**config.mk**
```make
export PLATFORM = sky130hd
export DESIGN_NAME = udp_seq_eval_flat
export DESIGN_NICKNAME = d
export VERILOG_FILES = /design/src/rtl/udp_seq_eval_if.sv /design/src/rtl/udp_seq_eval.sv /design/src/flat_wrapper.sv
export SDC_FILE = /design/constraint.sdc
export NUM_CORES = 1
export LEC_CHECK = 0
export ABC_CLOCK_PERIOD_IN_PS = 1500
export BUFFER_PORTS_ARGS = -buffer_cell sky130_fd_sc_hd__buf_2
export CAP_MARGIN = 0
export CORE_MARGIN = 1.5
export CORE_UTILIZATION = 45
export CTS_CLUSTER_DIAMETER = 80
export CTS_CLUSTER_SIZE = 24
export DETAILED_ROUTE_END_ITERATION = 10
export PLACE_DENSITY = 0.7
export SLEW_MARGIN = 20
export SYNTH_ARGS = -nofsm -noshare
export SYNTH_HDL_FRONTEND = slang
export SYNTH_SLANG_ARGS = --single-unit
```
**constraint.sdc**
```tcl
create_clock -name clk -period 1.5 [get_ports clk]
set_input_delay 0.3 -clock clk [delete_from_list [all_inputs] [get_ports clk]]
set_output_delay 0.3 -clock clk [all_outputs]
set_load 0.01 [all_outputs]
```
**src/rtl/udp_seq_eval_if.sv**
```systemverilog
// udp_seq_eval_if: bundles the configuration port, the input-vector handshake
// and the result handshake of the sequential UDP evaluator.
//   master : drives config, input vectors and out_ready (bench / upstream)
//   slave  : the evaluator; drives locked, in_ready and the result signals
`timescale 1ns/1ps
interface udp_seq_eval_if #(
    parameter int NIN = 2
);
    logic             cfg_we;
    logic [NIN:0]     cfg_addr;
    logic [1:0]       cfg_data;
    logic             cfg_lock;
    logic             locked;
    logic             in_valid;
    logic             in_ready;
    logic [NIN-1:0]   in_data;
    logic             out_valid;
    logic             out_ready;
    logic             out;
    logic             out_changed;

    modport master (
        output cfg_we, cfg_addr, cfg_data, cfg_lock,
        output in_valid, in_data, out_ready,
        input  locked, in_ready, out_valid, out, out_changed
    );

    modport slave (
        input  cfg_we, cfg_addr, cfg_data, cfg_lock,
        input  in_valid, in_data, out_ready,
        output locked, in_ready, out_valid, out, out_changed
    );
endinterface

```
**src/rtl/udp_seq_eval.sv**
```systemverilog
// udp_seq_eval: level-sensitive sequential UDP with one state bit.
// A truth table indexed by {state, inputs} is written in LOAD, frozen by
// cfg_lock, and then one input vector is evaluated per accepted handshake.
// Ports:
//   clk  - rising-edge clock
//   rst  - synchronous reset, active high (back to LOAD, table = hold, out = INIT)
//   bus  - udp_seq_eval_if.slave: cfg_we/cfg_addr/cfg_data/cfg_lock, locked,
//          in_valid/in_ready/in_data, out_valid/out_ready/out/out_changed
`timescale 1ns/1ps
module udp_seq_eval #(
    parameter int   NIN  = 2,
    parameter logic INIT = 1'b1
) (
    input  logic           clk,
    input  logic           rst,
    udp_seq_eval_if.slave  bus
);
    localparam int DEPTH = 2 ** (NIN + 1);

    typedef enum logic {
        ST_LOAD = 1'b0,
        ST_RUN  = 1'b1
    } state_t;

    state_t       state_r;
    state_t       state_nxt_s;
    logic [1:0]   table_r [DEPTH];
    logic         out_r;
    logic         out_valid_r;
    logic         out_changed_r;
    logic         in_ready_s;
    logic         accept_s;
    logic [NIN:0] idx_s;
    logic [1:0]   code_s;
    logic         next_s;

    // Output slot is free when empty or being drained this cycle; never ready in LOAD.
    assign in_ready_s = (state_r == ST_RUN) && (!out_valid_r || bus.out_ready);
    assign accept_s   = bus.in_valid && in_ready_s;
    assign idx_s      = {out_r, bus.in_data};
    assign code_s     = table_r[idx_s];

    assign bus.in_ready    = in_ready_s;
    assign bus.locked      = (state_r == ST_RUN);
    assign bus.out         = out_r;
    assign bus.out_valid   = out_valid_r;
    assign bus.out_changed = out_changed_r;

    // Mode state register.
    always_ff @(posedge clk) begin
        if (rst) begin
            state_r <= ST_LOAD;
        end else begin
            state_r <= state_nxt_s;
        end
    end

    // Mode transitions: LOAD exits on cfg_lock, RUN is left only by reset.
    always_comb begin
        state_nxt_s = state_r;
        case (state_r)
            ST_LOAD: begin
                if (bus.cfg_lock) begin
                    state_nxt_s = ST_RUN;
                end else begin
                    state_nxt_s = ST_LOAD;
                end
            end
            ST_RUN:  state_nxt_s = ST_RUN;
            default: state_nxt_s = ST_LOAD;
        endcase
    end

    // Decode the table entry into the next state bit (10 and 11 both hold).
    always_comb begin
        next_s = out_r;
        case (code_s)
            2'b00:   next_s = 1'b0;
            2'b01:   next_s = 1'b1;
            default: next_s = out_r;
        endcase
    end

    // Truth table: cleared to hold on reset, writable only while in LOAD.
    always_ff @(posedge clk) begin
        if (rst) begin
            for (int i = 0; i < DEPTH; i++) begin
                table_r[i] <= 2'b10;
            end
        end else if ((state_r == ST_LOAD) && bus.cfg_we) begin
            table_r[bus.cfg_addr] <= bus.cfg_data;
        end
    end

    // One-deep result register; a simultaneous consume and accept refills it.
    always_ff @(posedge clk) begin
        if (rst) begin
            out_r         <= INIT;
            out_valid_r   <= 1'b0;
            out_changed_r <= 1'b0;
        end else if (accept_s) begin
            out_r         <= next_s;
            out_changed_r <= (next_s != out_r);
            out_valid_r   <= 1'b1;
        end else if (out_valid_r && bus.out_ready) begin
            out_valid_r   <= 1'b0;
        end
    end
endmodule

```
**src/flat_wrapper.sv**
```systemverilog
// flat-port wrapper written by rule: the top's interface ports become plain ports
module udp_seq_eval_flat 
#(
    parameter int   NIN  = 2,
    parameter logic INIT = 1'b1
)
  (clk, rst, bus_cfg_we, bus_cfg_addr, bus_cfg_data, bus_cfg_lock, bus_in_valid, bus_in_data, bus_out_ready, bus_locked, bus_in_ready, bus_out_valid, bus_out, bus_out_changed);
  udp_seq_eval_if #(.NIN(NIN)) bus_i ();
  input  logic clk;
  input  logic rst;
  input wire logic [$bits(bus_i.cfg_we)-1:0] bus_cfg_we;
  input wire logic [$bits(bus_i.cfg_addr)-1:0] bus_cfg_addr;
  input wire logic [$bits(bus_i.cfg_data)-1:0] bus_cfg_data;
  input wire logic [$bits(bus_i.cfg_lock)-1:0] bus_cfg_lock;
  input wire logic [$bits(bus_i.in_valid)-1:0] bus_in_valid;
  input wire logic [$bits(bus_i.in_data)-1:0] bus_in_data;
  input wire logic [$bits(bus_i.out_ready)-1:0] bus_out_ready;
  output wire logic [$bits(bus_i.locked)-1:0] bus_locked;
  output wire logic [$bits(bus_i.in_ready)-1:0] bus_in_ready;
  output wire logic [$bits(bus_i.out_valid)-1:0] bus_out_valid;
  output wire logic [$bits(bus_i.out)-1:0] bus_out;
  output wire logic [$bits(bus_i.out_changed)-1:0] bus_out_changed;
  assign bus_i.cfg_we = bus_cfg_we;
  assign bus_i.cfg_addr = bus_cfg_addr;
  assign bus_i.cfg_data = bus_cfg_data;
  assign bus_i.cfg_lock = bus_cfg_lock;
  assign bus_i.in_valid = bus_in_valid;
  assign bus_i.in_data = bus_in_data;
  assign bus_i.out_ready = bus_out_ready;
  assign bus_locked = bus_i.locked;
  assign bus_in_ready = bus_i.in_ready;
  assign bus_out_valid = bus_i.out_valid;
  assign bus_out = bus_i.out;
  assign bus_out_changed = bus_i.out_changed;
  udp_seq_eval #(.NIN(NIN), .INIT(INIT)) u_core (.clk(clk), .rst(rst), .bus(bus_i));
endmodule
```
==> flow_metrics.env <==
export IMPL_outcome="completed"
export IMPL_insertion_delay_ns=0.30
export IMPL_synth_nets=95
export IMPL_synth_area_um2=954.7
export IMPL_worstPathArrival_ns=1.54
export IMPL_gr_total_overflow=0
export IMPL_grt_util_met1_pct=21.54
export IMPL_critPathKind="reg -> reg"
export IMPL_grt_total_usage_pct=16.25
export IMPL_fp_dieH_um=49.06
export IMPL_layout_commonest_cell="buf_2"
export IMPL_hp_class="in -> reg"
export IMPL_root_buffer="clkbuf_4"
export IMPL_synth_top_area_cell="edfxtp_1"
export IMPL_clock_skew_ns=0.006409
export IMPL_max_cap_violations=0
export IMPL_first_global_vias=650
export IMPL_dpl_cell_area_um2=1115
export IMPL_start_util_pct=48.17
export IMPL_rsz0062_at_grt="true"
export IMPL_dp_hpwl_mm=1.339
export IMPL_fp_dieW_um=49.06
export IMPL_antenna_left=0
export IMPL_ir_worst_vdd_v=0.0004826
export IMPL_r2r_end="u_core.table_r[2][1]"
export IMPL_diodes=0
export IMPL_antenna_found_initial=0
export IMPL_mostFrequentLayoutCells="buf_2, edfxtp_1, nor2_1"
export IMPL_port_buffers=17
export IMPL_slew_viol_final=0
export IMPL_cts_htree_levels=1
export IMPL_fin_area_um2=1156
export IMPL_hold_viol_final=0
export IMPL_num_io_pins=18
export IMPL_fmax_ghz=0.6797
export IMPL_grt_start_max_net_pins=13
export IMPL_netlist_instances=82
export IMPL_drc_errors=0
export IMPL_die_area_um2=2407
export IMPL_worstSetupEndpointType="flop"
export IMPL_worstSetupStartpoint="u_core.bus.locked"
export IMPL_finalWirelength_mm=1.715
export IMPL_ys_top_cells_by_area="edfxtp_1, dfxtp_1, nor2_1, nand2b_1, or3b_1"
export IMPL_path_clk_slew_ns=0.12
export IMPL_core_um2=1982
export IMPL_reg2reg_setup_slack_ns=0.03
export IMPL_worst_pin_slew_ns=0.3077
export IMPL_fin_crit_sh_pct=98.09
export IMPL_synth_top_area_share_pct=50.33
export IMPL_fin_crit_ns=1.471
export IMPL_layout_area_overhead_vs_synth_pct=21.10
export IMPL_synth_seq_cells=20
export IMPL_dr_pass1_iters=4
export IMPL_fp_row_count=16
export IMPL_yosys_warnings=0
export IMPL_syn_area_per_cell_um2=11.64
export IMPL_yosysSeqAreaShare_pct=58.72
export IMPL_cts_hold_buffers=0
export IMPL_cts_tree="done"
export IMPL_cts_buffers=3
export IMPL_finalPower_mw=1.041
export IMPL_cp_start_kind="flop"
export IMPL_cts_buffer_depth=2
export IMPL_busiest_layer="met2"
export IMPL_crit_end="u_core.table_r[2][1]"
export IMPL_power_density_nw_per_um2=900.3
export IMPL_clock_sinks=20
export IMPL_yosys_cell_types_count=30
export IMPL_layout_drive_gt1_share_pct=37.38
export IMPL_finalSetupViolCount=0
export IMPL_wl_per_cell_um=12.80
export IMPL_final_nets=121
export IMPL_grt_use_met2_pct=26.13
export IMPL_vias=684
export IMPL_leakagePower_nw=0.4280
export IMPL_met3_usage_pct=2.761
export IMPL_via_per_inst=5.104
export IMPL_slew_headroom_pct=79.49
export IMPL_routabilityCongestion=0.7679
export IMPL_dr_first_iter_drc_count=14
export IMPL_worst_slack_ns=0.02867
export IMPL_crit_path_max_fanout=4
export IMPL_dpl_worst_slack_ns=-0.05099
export IMPL_r2r_cells=4
export IMPL_r2r_start="u_core.bus.locked"
export IMPL_grt_pass1_wl_mm=2.891
export IMPL_cp_data_required_time_ns=1.57
[repair_timing]
action | 4_1_cts | 5_1_grt
endpoints found under the setup margin | 0 | 5
buffers inserted | 0 | 0
gates resized for setup | 0 | 2
[state kept, by name, summed over array words and instances (netlist names)]
signal / flops
u_core.bus.out_valid: 1
u_core.bus.locked: 1
u_core.bus.out: 1
u_core.bus.out_changed: 1
u_core.table_r: 16
[cell usage after synthesis]
| library cell | n |
|---|---|
| nor3_1 | 4 |
| nor2b_1 | 1 |
| nand3_2 | 1 |
| a221oi_1 | 1 |
| and2_2 | 1 |
| nand2_1 | 2 |
| a21boi_1 | 1 |
| a2111o_1 | 1 |
| o21bai_1 | 2 |
| nand3b_2 | 1 |
| nor2_1 | 12 |
| mux4_2 | 1 |
| or3b_4 | 1 |
| and3_2 | 1 |
| or3b_1 | 4 |
| a31oi_1 | 1 |
| buf_2 | 1 |
| nor2_4 | 1 |
| dfxtp_1 | 4 |
| or3_1 | 2 |
| clkbuf_1 | 2 |
| nand2b_1 | 7 |
| nand3_1 | 2 |
| a21oi_1 | 1 |
| edfxtp_1 | 16 |
| a32oi_1 | 1 |
| or2_1 | 4 |
| or2_2 | 2 |
| inv_1 | 2 |
| nor4_1 | 2 |
[power by group]
part / switching, mW / internal [mW] / total [mW]
Sequential: 0.00630 / 0.615 / 0.622
Combinational: 0.0586 / 0.0496 / 0.108
Clock: 0.163 / 0.148 / 0.311
Total: 0.228 / 0.813 / 1.04
[layer usage]
| metal | share of wire, % | wire length, µm |
|---|---|---|
| met1 | 45 | 772 |
| met4 | 0.76 | 13 |
| met5 | 0 | 0 |
| met3 | 3.0 | 51 |
| met2 | 51 | 878 |
[worst max-delay path, cell delays in order, from the launching register on]
cell	delay [ns]
dfxtp_2	0.35
nor2_4	0.12
nand3b_2	0.13
or3b_4	0.42
or2_1	0.21
[worst min-delay path by stage]
stage | startpoint | end | slack, ns | depth (start not counted)
after global placement | u_core.bus.out_changed | u_core.bus.out_changed | 0.47 | 2
after global routing | bus_cfg_lock | u_core.bus.locked | 0.24 | 3
after floorplan | rst | u_core.bus.out | 0.40 | 1
final | bus_cfg_lock | u_core.bus.locked | 0.21 | 3
after CTS | bus_cfg_lock | u_core.bus.locked | 0.21 | 3
after detailed placement | u_core.bus.out_changed | u_core.bus.out_changed | 0.47 | 2
[area by class of cell]
| cell class | count | area (µm²) |
|---|---|---|
| fill | 175 | 825.8 |
| sequential | 20 | 561.8 |
| multi-input combinational | 57 | 379.1 |
| timing repair buffer | 24 | 137.6 |
| clock buffer | 4 | 36.28 |
| tap | 27 | 33.78 |
| inverter | 2 | 7.507 |
[cells by family (layout without fill, tap and decap cells)]
| family | count (synthesis) | in the layout | share of synthesized area [%] |
|---|---|---|---|
| flip-flops | 20 | 20 | 58.72 |
| AO/OA/AOI/OAI | 8 | 8 | 6.553 |
| buffers and inverters | 5 | 30 | 2.097 |
| multiplexers | 1 | 1 | 2.359 |
| AND/OR/NAND/NOR | 48 | 48 | 30.27 |
[stage by stage]
stage                     util, %  hold slack, ns  cells  setup TNS, ns
after floorplan                 -          0.4042     82              0
after global placement      56.25          0.4654    130       -0.05880
after detailed placement    56.25          0.4657    130        -0.1419
after CTS                   58.08          0.2115    134              0
after global routing        58.33          0.2431    134       -0.03401
final                       58.33          0.2103    134              0
No activity file was read; power rests on OpenSTA's default activity.
